$ cat config.mk
export PLATFORM = sky130hd
export DESIGN_NAME = exe_result_stage
export DESIGN_NICKNAME = d
export VERILOG_FILES = /design/src/rtl/exe_result_stage.sv
export SDC_FILE = /design/constraint.sdc
export NUM_CORES = 1
export LEC_CHECK = 0
export ABC_AREA = 1
export BUFFER_PORTS_ARGS = -buffer_cell sky130_fd_sc_hd__buf_2
export CORE_MARGIN = 3
export CORE_UTILIZATION = 50
export DETAILED_ROUTE_END_ITERATION = 8
export PLACE_DENSITY = 0.77
export SLEW_MARGIN = 25
export SYNTH_ARGS = -nofsm -noshare
export SYNTH_HDL_FRONTEND = slang
export SYNTH_SLANG_ARGS = --single-unit
$ cat constraint.sdc
create_clock -name clk -period 22 [get_ports clk]
set_input_delay 6.6 -clock clk [delete_from_list [all_inputs] [get_ports clk]]
set_output_delay 6.6 -clock clk [all_outputs]
set_load 0.05 [all_outputs]
$ cat src/rtl/exe_result_stage.sv
// exe_result_stage: EX-stage result select, zero flag, HI/LO and MULTU unit (EXE_FAST_MULTU_EN selects a single-cycle multiplier)
module exe_result_stage #(
    parameter int WIDTH = 32
) (
    input  logic             clk,
    input  logic             rst,
    input  logic             in_valid,
    input  logic [5:0]       funct,
    input  logic [WIDTH-1:0] alu_out,
    input  logic [WIDTH-1:0] shifter_out,
    input  logic             cout,
    input  logic [WIDTH-1:0] mul_a,
    input  logic [WIDTH-1:0] mul_b,
    output logic             busy,
    output logic             out_valid,
    output logic [WIDTH-1:0] data_out,
    output logic             zero
);
    localparam logic [5:0] F_AND   = 6'b100100;
    localparam logic [5:0] F_OR    = 6'b100101;
    localparam logic [5:0] F_ADD   = 6'b100000;
    localparam logic [5:0] F_SUB   = 6'b100010;
    localparam logic [5:0] F_SLT   = 6'b101010;
    localparam logic [5:0] F_SLL   = 6'b000000;
    localparam logic [5:0] F_MULTU = 6'b011001;
    localparam logic [5:0] F_MFHI  = 6'b010000;
    localparam logic [5:0] F_MFLO  = 6'b010010;
    localparam logic [5:0] F_BEQ   = 6'b000100;
    localparam logic [5:0] F_BNE   = 6'b000101;

    logic             accept;
    logic             start_mul;
    logic [WIDTH-1:0] hi_q, hi_d, lo_q, lo_d;
    logic [WIDTH-1:0] data_q, data_d;
    logic             out_valid_q, zero_q;

    assign accept    = in_valid && !busy;
    assign start_mul = accept && (funct == F_MULTU);

`ifdef EXE_FAST_MULTU_EN
    logic [2*WIDTH-1:0] prod;

    assign busy = 1'b0;
    assign prod = {{WIDTH{1'b0}}, mul_a} * {{WIDTH{1'b0}}, mul_b};

    // whole product lands in HI/LO on the accepting edge
    always_comb begin
        hi_d = start_mul ? prod[2*WIDTH-1:WIDTH] : hi_q;
        lo_d = start_mul ? prod[WIDTH-1:0] : lo_q;
    end
`else
    typedef enum logic {IDLE, MUL} state_t;
    localparam int CW = $clog2(WIDTH + 1);

    state_t             state_q, state_d;
    logic [CW-1:0]      cnt_q, cnt_d;
    logic [2*WIDTH-1:0] acc_q, acc_d, mcand_q, mcand_d, acc_step;
    logic [WIDTH-1:0]   mplier_q, mplier_d;

    assign busy     = (state_q == MUL);
    assign acc_step = acc_q + (mplier_q[0] ? mcand_q : '0);

    // shift-add multiplier: one multiplier bit per cycle, HI/LO written only on the last step
    always_comb begin
        state_d  = state_q;
        cnt_d    = cnt_q;
        acc_d    = acc_q;
        mcand_d  = mcand_q;
        mplier_d = mplier_q;
        hi_d     = hi_q;
        lo_d     = lo_q;
        case (state_q)
            IDLE: if (start_mul) begin
                state_d  = MUL;
                cnt_d    = CW'(WIDTH);
                acc_d    = '0;
                mcand_d  = {{WIDTH{1'b0}}, mul_a};
                mplier_d = mul_b;
            end
            MUL: begin
                acc_d    = acc_step;
                mcand_d  = mcand_q << 1;
                mplier_d = mplier_q >> 1;
                cnt_d    = cnt_q - 1'b1;
                if (cnt_q == CW'(1)) begin
                    state_d      = IDLE;
                    {hi_d, lo_d} = acc_step;
                end
            end
            default: state_d = IDLE;
        endcase
    end

    // multiplier state and datapath registers
    always_ff @(posedge clk or posedge rst) begin
        if (rst) begin
            state_q  <= IDLE;
            cnt_q    <= '0;
            acc_q    <= '0;
            mcand_q  <= '0;
            mplier_q <= '0;
        end else begin
            state_q  <= state_d;
            cnt_q    <= cnt_d;
            acc_q    <= acc_d;
            mcand_q  <= mcand_d;
            mplier_q <= mplier_d;
        end
    end
`endif

    // result mux by function code; MULTU and undefined codes yield zero
    always_comb begin
        data_d = '0;
        case (funct)
            F_AND, F_OR, F_ADD, F_SUB, F_BEQ, F_BNE: data_d = alu_out;
            F_SLT:   data_d = {{(WIDTH-1){1'b0}}, ~cout};
            F_SLL:   data_d = shifter_out;
            F_MFHI:  data_d = hi_q;
            F_MFLO:  data_d = lo_q;
            default: data_d = '0;
        endcase
    end

    // HI/LO and registered result with its zero flag
    always_ff @(posedge clk or posedge rst) begin
        if (rst) begin
            hi_q        <= '0;
            lo_q        <= '0;
            data_q      <= '0;
            zero_q      <= 1'b0;
            out_valid_q <= 1'b0;
        end else begin
            hi_q        <= hi_d;
            lo_q        <= lo_d;
            out_valid_q <= accept;
            if (accept) begin
                data_q <= data_d;
                zero_q <= (data_d == '0);
            end
        end
    end

    assign out_valid = out_valid_q;
    assign data_out  = data_q;
    assign zero      = zero_q;
endmodule

==> impl_metrics.env <==
export IMPL_clockBufferDepth=3
export IMPL_synth_simple_area_share_pct=36.12
export IMPL_holdWs_ns=0.4782
export IMPL_fp_dieH_um=191.8
export IMPL_seq_area_sq_um=6634
export IMPL_wl_per_cell_um=16.98
export IMPL_synth_mux_area_share_pct=0
export IMPL_clk_latency_ns=0.60
export IMPL_crit_type="input pin to register"
export IMPL_setup_viol=0
export IMPL_cts_root_buf="clkbuf_16"
export IMPL_postCtsSetupRepairBufs=0
export IMPL_die_w_um=191.8
export IMPL_finalHoldViolations=0
export IMPL_vias_per_cell=5.329
export IMPL_core_area_sq_um=33780
export IMPL_final_nets=2979
export IMPL_grt_antenna_before_repair=0
export IMPL_power_per_cell_area_nw_per_um2=149.3
export IMPL_syn_avg_cell_area_sq_um=6.539
export IMPL_synth_top_cells_by_count="nand2_1, inv_1, nor2_1, dfrtp_1, nand3_1"
export IMPL_holdBufCountCts=0
export IMPL_setup_tns_ns=0
export IMPL_num_antenna_cells=0
export IMPL_synthDistinctLibCells=37
export IMPL_cp_required_ns=22.53
export IMPL_io_buffers=172
export IMPL_hold_class="register to register"
export IMPL_drt_pass1_iterations=6
export IMPL_maxSlewViolCount=0
export IMPL_synth_most_common_cell="nand2_1"
export IMPL_cts_clk_slew_worst_paths_ns=0.06
export IMPL_dp_hpwl_mm=42.24
export IMPL_startpoint_type="input pin"
export IMPL_crit_arrival_ns=9.33
export IMPL_path_max_fanout=67
export IMPL_drv_cap=0
export IMPL_grt_pass1_vias=16270
export IMPL_cts_sinks=265
export IMPL_p_leak_nw=11.08
export IMPL_numCtsBuffers=30
export IMPL_post_place_cells=3191
export IMPL_fill_cells=3281
export IMPL_multiInputGateArea_sq_um=8701
export IMPL_fin_ws_ns=13.20
export IMPL_synth_top_family_by_area="simple AND/OR/NAND/NOR gates"
export IMPL_start_util_pct=51.08
export IMPL_async_flop_share_pct=100.0
export IMPL_rsz0062_at_grt="no"
export IMPL_ys_warn_count=0
export IMPL_gp_congestion=1.013
export IMPL_finalCritPeriodShare_pct=39.99
export IMPL_wl_mm=55.11
export IMPL_track_usage_pct=29.71
export IMPL_cts_resized=0
export IMPL_synth_area_sq_um=17260
export IMPL_ys_top_cells_by_area="dfrtp_1, nand2_1, inv_1"
export IMPL_vias=17291
export IMPL_place_ws_ns=12.63
export IMPL_num_io_pins=173
export IMPL_total_power_w=0.002911
export IMPL_drt_iter0_markers=1776
export IMPL_synth_xor_area_share_pct=1.523
export IMPL_fp_row_count=67
export IMPL_layout_cells_non_filler=3245
export IMPL_postRouteAntennaNets=0
export IMPL_slew_limit_headroom_pct=33.34
export IMPL_clock_skew_final_ns=0.02562
export IMPL_grt_ovfl_total=0
export IMPL_layout_drive_gt1_share_pct=9.117
export IMPL_grt_max_degree=130
export IMPL_synth_top_cell_area_share_pct=38.43
export IMPL_fp_dieArea_sq_um=36780
export IMPL_fmax_mhz=113.7
export IMPL_status="complete, no violations"
export IMPL_syn_to_final_growth_pct=12.96
export IMPL_worst_slew_pin_slew_ns=0.9998
export IMPL_synthFlopType="dfrtp_1"
export IMPL_drcViolationCount=0
export IMPL_cts_tree="built"
export IMPL_yosysSeqAreaShare_pct=38.43
export IMPL_cts_htree_levels=1
export IMPL_synth_edf_count=0
export IMPL_synth_seq_cells=265
export IMPL_syn_instance_count=2639
export IMPL_synth_compound_area_share_pct=7.903
export IMPL_synth_fa_ha_area_share_pct=4.829
export IMPL_synth_largest_area_cell="dfrtp_1"
export IMPL_grt_pass1_wl_mm=86.28
export IMPL_endpoint_kind="register"
export IMPL_peakVddDrop_mv=0.08259
export IMPL_fin_crit_ns=8.797
export IMPL_syn_nets=2843
## logic make-up after synthesis
family                     count (synthesis)
AOI/OAI and AO/OA                        234
DFF                                      265
and+or+nand+nor                         1546
buffers and inverters                    498
xor gates and xnor gates                  30
adders and majority gates                 66
## per-stage QoR
step | util (%) | cell area [sq um]
after floorplan | - | 17260
after global placement | 54.55 | 18430
after detailed placement | 54.55 | 18430
after CTS | 57.68 | 19480
after global routing | 57.70 | 19490
final | 57.70 | 19490
## cells in the final DEF, fill, tap and decap left out, types with 40 or more instances in the layout
cell,netlist,routed
a21oi_1,62,62
o21ai_0,54,54
inv_1,411,410
nor2_1,305,305
dfrtp_1,265,263
ha_1,65,65
o22ai_1,95,95
nand4_1,40,40
nand3_1,130,130
buf_2,24,172
nand2_1,1014,1013
## path summary, 6_finish.rpt
| check | from | depth (start not counted) | slack, ns | end |
|---|---|---|---|---|
| worst max-delay path | in_valid | 11 | 13.20 | acc_q[25]$_DFFE_PP0P_ |
| worst min-delay path | data_out[22]$_DFFE_PP0P_ | 2 | 0.48 | data_out[22]$_DFFE_PP0P_ |
| worst max register to register | busy$_DFF_PP0_ | 12 | 17.94 | acc_q[25]$_DFFE_PP0P_ |
| worst min register to register | data_out[22]$_DFFE_PP0P_ | 2 | 0.48 | data_out[22]$_DFFE_PP0P_ |
| max in group asynchronous | rst | 3 | 14.39 | mcand_q[51]$_DFFE_PP0P_ |
| min in group asynchronous | rst | 2 | 6.16 | data_out[13]$_DFFE_PP0P_ |
## critical path, stage by stage
cell     delay (ns)
buf_2          0.10
nand2_1        0.05
buf_4          0.46
nor3_1         0.12
nand3_2        0.08
buf_4          0.54
nand2_4        0.09
inv_2          0.47
buf_4          0.52
nand2_1        0.12
nand2_1        0.10
## flip-flops by register name, indices dropped and copies added (netlist names)
register,flops
mcand_q,64
data_out,32
lo_q,32
mplier_q,32
acc_q,64
hi_q,32
zero,1
out_valid,1
cnt_q,6
busy,1
## power breakdown
part / switching, W / total, W / internal (W)
sequential: 0.000125 / 0.000800 / 0.000675
clock: 0.000216 / 0.000537 / 0.000321
combinational: 0.00110 / 0.00157 / 0.000475
total: 0.00144 / 0.00291 / 0.00147
## layout make-up
cell class	count	area share, %
Tap cell	448	2.876
Timing Repair Buffer	185	4.955
Multi-Input combinational cell	1876	44.64
Clock buffer	40	4.198
Sequential cell	265	34.03
Clock inverter	14	1.213
Inverter	417	8.088
## layer usage
metal  global-route usage [%]  vias up  routed length (um)
met1                    43.20     8008               24750
met3                    4.034      106                5004
met2                    46.40      729               23600
li1                         -     8448                   -
met5                        0        -                   0
met4                    8.580        0                1747
Power figures use the tool's default switching activity.
